File: config.mk
export PLATFORM = sky130hd
export DESIGN_NAME = alu_issue
export DESIGN_NICKNAME = d
export VERILOG_FILES = /design/src/rtl/alu_pkg.sv /design/src/rtl/alu_ctrl_decode.sv /design/src/rtl/alu_issue.sv
export SDC_FILE = /design/constraint.sdc
export NUM_CORES = 1
export LEC_CHECK = 0
export BUFFER_PORTS_ARGS = -buffer_cell sky130_fd_sc_hd__buf_2
export CORE_UTILIZATION = 42
export CTS_BUF_LIST = sky130_fd_sc_hd__clkbuf_8
export DETAILED_ROUTE_END_ITERATION = 7
export PLACE_DENSITY = 0.69
export SYNTH_ARGS = -nofsm -noshare
export SYNTH_HDL_FRONTEND = slang
export SYNTH_SLANG_ARGS = --single-unit
export TNS_END_PERCENT = 20
File: constraint.sdc
create_clock -name clk -period 4.74 [get_ports clk]
set_input_delay 0.948 -clock clk [delete_from_list [all_inputs] [get_ports clk]]
set_output_delay 0.948 -clock clk [all_outputs]
set_load 0.01 [all_outputs]
File: src/rtl/alu_pkg.sv
// alu_pkg: shared ALU opcodes, ALUOp encodings and the issue bundle.
// Imported by the decoder and by the EX-stage issue logic.
package alu_pkg;

    localparam int ISSUE_XLEN = 64;

    localparam logic [3:0] ALU_AND = 4'b0000;
    localparam logic [3:0] ALU_OR  = 4'b0001;
    localparam logic [3:0] ALU_ADD = 4'b0010;
    localparam logic [3:0] ALU_SUB = 4'b0110;

    localparam logic [2:0] F3_ADD = 3'b000;
    localparam logic [2:0] F3_OR  = 3'b110;
    localparam logic [2:0] F3_AND = 3'b111;

    typedef enum logic [1:0] {
        AOP_MEM = 2'b00,
        AOP_BR  = 2'b01,
        AOP_R   = 2'b10,
        AOP_I   = 2'b11
    } aluop_e;

    typedef enum logic [1:0] {
        ST_EMPTY = 2'd0,
        ST_ONE   = 2'd1,
        ST_FULL  = 2'd2
    } occ_e;

    typedef struct packed {
        logic [3:0]            op;
        logic [ISSUE_XLEN-1:0] a;
        logic [ISSUE_XLEN-1:0] b;
        logic                  illegal;
    } issue_t;

endpackage

File: src/rtl/alu_ctrl_decode.sv
// alu_ctrl_decode: ALUOp/funct3/funct7[5] to 4-bit ALU opcode.
// Purely combinational so a single-cycle datapath can reuse it.
module alu_ctrl_decode
    import alu_pkg::*;
(
    input  logic [1:0] i_alu_op,
    input  logic [2:0] i_funct3,
    input  logic       i_funct7_b5,
    output logic [3:0] o_alu_operation,
    output logic       o_illegal
);

    always_comb begin
        o_alu_operation = ALU_AND;
        o_illegal       = 1'b0;
        unique case (i_alu_op)
            AOP_MEM: o_alu_operation = ALU_ADD;
            AOP_BR:  o_alu_operation = ALU_SUB;
            default: begin
                unique case (i_funct3)
                    F3_ADD: begin
                        // I-type has no SUBI, so bit 30 only matters for R-type
                        if (i_alu_op == AOP_R && i_funct7_b5)
                            o_alu_operation = ALU_SUB;
                        else
                            o_alu_operation = ALU_ADD;
                    end
                    F3_AND:  o_alu_operation = ALU_AND;
                    F3_OR:   o_alu_operation = ALU_OR;
                    default: o_illegal = 1'b1;
                endcase
            end
        endcase
    end

endmodule

File: src/rtl/alu_issue.sv
// alu_issue: EX-stage issue into the ALU with a two-entry skid buffer.
// Output register plus skid register keep full rate with a registered in_ready.
module alu_issue
    import alu_pkg::*;
#(
    parameter int XLEN = 64
) (
    input  logic            clk,
    input  logic            rst_n,
    input  logic            flush,
    input  logic            in_valid,
    output logic            in_ready,
    input  logic [1:0]      alu_op,
    input  logic [2:0]      funct3,
    input  logic            funct7_b5,
    input  logic            alu_src,
    input  logic [XLEN-1:0] rs1_data,
    input  logic [XLEN-1:0] rs2_data,
    input  logic [XLEN-1:0] imm,
    output logic            out_valid,
    input  logic            out_ready,
    output logic [3:0]      alu_operation,
    output logic [XLEN-1:0] input_data1,
    output logic [XLEN-1:0] input_data2,
    output logic            illegal
);

    occ_e       r_state;
    occ_e       w_state_nxt;
    logic       r_in_ready;
    issue_t     r_out;
    issue_t     r_skid;
    issue_t     w_new;
    logic [3:0] w_op;
    logic       w_ill;
    logic       w_acc;
    logic       w_drn;
    logic       w_out_from_in;
    logic       w_out_from_skid;
    logic       w_skid_load;

    alu_ctrl_decode u_dec (
        .i_alu_op        (alu_op),
        .i_funct3        (funct3),
        .i_funct7_b5     (funct7_b5),
        .o_alu_operation (w_op),
        .o_illegal       (w_ill)
    );

    assign w_new.op      = w_op;
    assign w_new.a       = ISSUE_XLEN'(rs1_data);
    assign w_new.b       = ISSUE_XLEN'(alu_src ? imm : rs2_data);
    assign w_new.illegal = w_ill;

    assign w_acc = in_valid && r_in_ready;
    assign w_drn = out_valid && out_ready;

    always_comb begin
        w_state_nxt     = r_state;
        w_out_from_in   = 1'b0;
        w_out_from_skid = 1'b0;
        w_skid_load     = 1'b0;
        unique case (r_state)
            ST_EMPTY: begin
                if (w_acc) begin
                    w_state_nxt   = ST_ONE;
                    w_out_from_in = 1'b1;
                end
            end
            ST_ONE: begin
                if (w_acc && w_drn) begin
                    w_out_from_in = 1'b1;
                end else if (w_acc) begin
                    w_state_nxt = ST_FULL;
                    w_skid_load = 1'b1;
                end else if (w_drn) begin
                    w_state_nxt = ST_EMPTY;
                end
            end
            ST_FULL: begin
                if (w_drn) begin
                    w_state_nxt     = ST_ONE;
                    w_out_from_skid = 1'b1;
                end
            end
            default: w_state_nxt = ST_EMPTY;
        endcase
        // Flush discards both entries and any bundle offered this cycle
        if (flush) begin
            w_state_nxt     = ST_EMPTY;
            w_out_from_in   = 1'b0;
            w_out_from_skid = 1'b0;
            w_skid_load     = 1'b0;
        end
    end

    always_ff @(posedge clk or negedge rst_n) begin
        if (!rst_n) begin
            r_state    <= ST_EMPTY;
            r_in_ready <= 1'b1;
        end else begin
            r_state    <= w_state_nxt;
            r_in_ready <= (w_state_nxt != ST_FULL);
        end
    end

    always_ff @(posedge clk or negedge rst_n) begin
        if (!rst_n) begin
            r_out  <= '0;
            r_skid <= '0;
        end else begin
            if (w_out_from_in)
                r_out <= w_new;
            else if (w_out_from_skid)
                r_out <= r_skid;
            if (w_skid_load)
                r_skid <= w_new;
        end
    end

    assign in_ready      = r_in_ready;
    assign out_valid     = (r_state != ST_EMPTY);
    assign alu_operation = r_out.op;
    assign input_data1   = XLEN'(r_out.a);
    assign input_data2   = XLEN'(r_out.b);
    assign illegal       = r_out.illegal;

endmodule

After elaboration in Yosys (flattened, before gate mapping)
Index checks and enable logic that the tools add are counted.
{ "word_totals": {"regBits": 269, "inputBits": 204, "ram_bits": 0, "romBits": 0, "output_inout_bits": 135, "latch_bits": 0, "mem_count": 0} }
{ "op_classes": {"n_shift": 0, "n_lt_le_gt_ge": 0, "n_eq_ne": 7, "div_mod_pow": 0, "n_mul": 0, "mux": 25, "reduce_logical": 11, "bitwise": 0, "n_addsub": 0} }
{ "op_table": {"columns": ["op", "n"], "rows": [
  ["two-way mux 133 bit", 2],
  ["two-way mux 64 bit", 1],
  ["case mux 4 bit (2 select lines)", 2],
  ["two-way mux 2 bit", 6],
  ["two-way mux 1 bit", 11],
  ["equality test 3 bit (second input constant)", 2],
  ["case mux 2 bit (3 select lines)", 1],
  ["equality test 2 x 1 -> 1 bit (second input constant)", 2],
  ["equality test 2 bit (second input constant)", 2],
  ["logical AND 1 bit", 4],
  ["logical NOT 2 bit", 2],
  ["nonzero test 2 bit", 2],
  ["logical NOT 3 bit", 1],
  ["two-way mux 3 bit", 1],
  ["OR reduction 3 bit", 1],
  ["!= test 2 bit (second input constant)", 1],
  ["case mux 1 bit (2 select lines)", 1],
  ["OR reduction 2 bit", 1]
]} }

Longest topological paths before layout
{ "depth": {"depth_word": 8, "ltp_mapped": 7, "depth_no_buf": 4} }

Modules after synthesis
Synthesis repeated with hierarchy kept, for this count alone.
{ "unflattened": {"hier_cells": 966, "area_unflattened_um2": 11395.9} }
{ "modules_own_cells": {"columns": ["module", "n_inst", "cells_each", "area_per_inst_um2"], "rows": [
  ["alu_issue", 1, 956, 11334.6],
  ["alu_ctrl_decode", 1, 10, 61.3]
]} }

Worst setup path before layout
No wires, ideal clock.
{ "synth_timing": {"path_kind": "input port to flip-flop", "startpoint": "in alu_src", "endpoint": "reg r_out, in the netlist input_data2[23]", "t_arrival_ns": 2.457, "stages": 5, "setup_slack_ns": 2.159, "cell_sequence": "clkbuf_1 buf_1 mux2_2 mux2_2 mux2_2"} }
{ "synth_between": {"elab_chain_cells": 2} }
{ "synth_lines": {"columns": ["element", "line_no", "rtl"], "rows": [
  ["from (decl)", "alu_issue.sv:16", "input logic alu_src,"],
  ["two-way mux 64 bit", "alu_issue.sv:52", "assign w_new.b = ISSUE_XLEN'(alu_src ? imm : rs2_data);"],
  ["two-way mux 133 bit", "alu_issue.sv:112", "if (w_out_from_in)"],
  ["to (signal assigned)", "alu_issue.sv:113", "r_out <= w_new;"],
  ["to (signal assigned)", "alu_issue.sv:115", "r_out <= r_skid;"],
  ["to (decl)", "alu_issue.sv:31", "issue_t r_out;"]
]} }
Every way passes these cells.
A chain may end at the register's enable or synchronous reset.

Final worst setup path
{ "layout_timing": {"startpoint": "reg r_state[1]", "endpoint": "out out_valid"} }
{ "layout_between": {"elab_chain_cells": 1} }
{ "layout_lines": {"columns": ["element", "line_no", "rtl"], "rows": [
  ["from (decl)", "alu_issue.sv:28", "occ_e r_state;"],
  ["from (signal assigned)", "alu_issue.sv:102", "r_state <= w_state_nxt;"],
  ["nonzero test 2 bit", "alu_issue.sv:122", "assign out_valid = (r_state != ST_EMPTY);"],
  ["to (decl)", "alu_issue.sv:20", "output logic out_valid,"]
]} }
Every way passes these cells.

==> summary.md <==
| Metric | Value |
|---|---|
| Antenna violations before repair | 4 |
| Sw Pwr | 0.00224 W |
| P&R area growth vs syn | 24.5% |
| Routed vias | 7861 |
| DR pass1 iterations | 4 |
| RSZ-0062 raised after global routing | false |
| Post-CTS Setup Bufs | 0 |
| Yosys warns | 0 |
| Core ar. | 28800 sq um |
| Proportion of layout cells with a drive suffix above 1 | 73.4% |
| Antenna-violating nets left | 0 |
| Switching Share | 28.5% |
| Hpwl dp | 17.8 mm |
| Seq pwr share | 44.5% |
| Wire length per cell | 17.0 um |
| CTS H-Tree Depth | 2 |
| Vias/cell | 4.98 |
| R2R cell count | 5 |
| Clk root buf | clkbuf_8 |
| Comb power frac | 28.8% |
| Clk sinks | 267 |
| FP Rows | 62 |
| Post-Syn Area per Cell | 15.2 sq um |
| Clock slew at reported path FFs | 60 ps |
| Most common cell after layout, fill and taps aside | mux2_2 |
| CP Max Fanout | 10 |
| Register area share after synthesis | 54.3% |
| IO Pins | 339 |
| Cell accounting for the most synthesized area | dfrtp_1 |
| Leakage | 7.39 nW |
| Peak VDD IR | 0.338 mV |
| Most frequent cells in the layout | mux2_2 (455), buf_2 (336), dfrtp_1 (266) |
| Internal power | 0.00564 W |
| Synth top area cells | dfrtp_1 (54%), mux2_2 (42%), buf_2 (1.1%) |
| Peak Freq | 0.404 GHz |
| Post-synthesis register bit count | 267 |
| Post-Route Utilization | 53.2% |
| Fin nets | 1361 |
| Clk buf depth | 3 |
| Pin count of the biggest net entering global routing | 104 |
| Synthesized cell area | 12300 sq um |
| Min Tclk post-route | 2480 ps |
| Syn nets | 1014 |
| CP Data Required Time | 3790 ps |
| First-pass GRT wire length | 44.2 mm |
| Die area | 30000 sq um |
| Die Height | 173 um |
| Die width | 173 um |
| Port buffer count | 337 |
| Post-CTS Hold Fix Bufs | 0 |
| Worst Clk Skew | 10.7 ps |
| CTS tree | done |
| MaxCap Viol Count | 0 |
| Yosys top cell area share | 54.1% |
| Cts bufs inserted | 47 |
| Mapped Cells | 810 |
| Iter 0 DRT Violations | 341 |
| Final RePlAce weighted congestion | 0.742 |
| Starting Density | 42.7% |
| Multi-input gate area | 5360 sq um |
| Register Area | 6680 sq um |
| Vias in the first global route | 8400 |
| Setup-failing EPs final | 0 |
| GR Overflow Total | 0 |
| PostCTS Resize Cnt | 0 |
| Crit share post-route | 52.3% |
| Clock Power Share | 26.7% |
| Final hold vios | 0 |
| Relative slew slack | 31.1% |
| Residual DRC | 0 |
| Final TNS setup | 0 ps |
| Power density cells | 515 nW/um^2 |
| Max Slew Vio Count | 0 |
| Crit path arrival time | 1530 ps |
| FILL cells | 2500 |
| Distinct cells, synth | 27 |
| Outcome | complete, no violations |
| Crit. End Element | primary output |
| Tightest Hold Check Type | in2async |
| Routed Wire Length | 26.8 mm |
| Tightest Pin Transition | 1030 ps |
| Clk_lat worst skew | 530 ps |
| Crit path launch type | flip-flop |
| Kind of critical path | reg2out |
| GRT Total Usage | 18.3% |
layer usage:
layer  vias up  global-route usage [%]  part of all wire (%)
li1       3632                       -                     -
met1      3943                    22.3                    42
met2       255                    30.7                    48
met3        29                    6.20                   7.9
met4         2                    5.13                   1.7
met5         -                       0                 0.063
final cells by class:
class                      count  area share (%)
clock inverter                25            1.02
inverter                       3          0.0736
multi-input combinational    489            35.0
sequential                   267            43.6
antenna                        4          0.0654
clock buffer                  58            5.21
timing repair buffer         349            11.8
tap                          384            3.14
critical path, cell delays in order (launching register included):
cell and delay [ps]:
dfrtp_1 500, or2_2 350, buf_2 160
worst paths after layout:
path | start | endpoint | slack, ps
min | rst_n | r_skid[98] | 450
max reg2reg | in_ready | input_data1[45] | 2290
min reg2reg | r_skid[130] | r_skid[130] | 480
max in group asynchronous | rst_n | input_data2[55] | 3260
min in group clk | r_skid[130] | r_skid[130] | 480
max | r_state[1] | out_valid | 2260
sequential cells by signal, indices dropped and copies added, names as in the netlist:
signal and flops:
alu_operation 3, r_state 2, input_data2 64, input_data1 64, in_ready 1, illegal 1
r_skid 132
stage by stage:
step	area, sq um	std cells	setup slack (ps)	power [W]	hold WS [ps]
3_5_place_dp	14300	1492	1760	0.00585	475
5_1_grt	15300	1577	2160	0.00839	502
6_report	15300	1579	2260	0.00788	451
4_1_cts	15300	1575	2220	0.00800	478
2_1_floorplan	12300	810	2160	0.00491	449
3_3_place_gp	14300	1492	1810	0.00575	464
synthesized netlist by cell type:
library cell    n
and3b_1         1
buf_1           5
buf_2          27
buf_4           8
clkbuf_1       11
conb_1          1
dfrtp_1       266
dfstp_2         1
inv_1           3
mux2_2        455
mux2i_1         3
nand2_1         7
nand2b_1        1
nand3_1         2
nand4_1         1
nor2_1          4
nor2b_4         1
nor3_1          1
nor4_4          1
o21a_1          2
o21ai_0         3
o21bai_1        1
o22a_1          1
o22ai_1         1
o31a_1          1
or2_2           1
or4b_2          1
power by group through the flow:
stage          clock network [W]  logic (W)  registers (W)
2_1_floorplan                  0    0.00119        0.00372
3_3_place_gp                   0    0.00226        0.00350
3_5_place_dp                   0    0.00231        0.00354
4_1_cts                  0.00218    0.00232        0.00351
5_1_grt                  0.00229    0.00248        0.00361
6_report                 0.00211    0.00227        0.00351
logic make-up after synthesis:
group	Yosys count	share of synthesized area, %
multiplexers	458	41.9
flip-flops	267	54.3
buffers and inverters	54	2.17
AND/OR/NAND/NOR	21	1.05
AO/OA/AOI/OAI	9	0.499
other	1	0.0305
No activity file was read; power rests on OpenSTA's default activity.
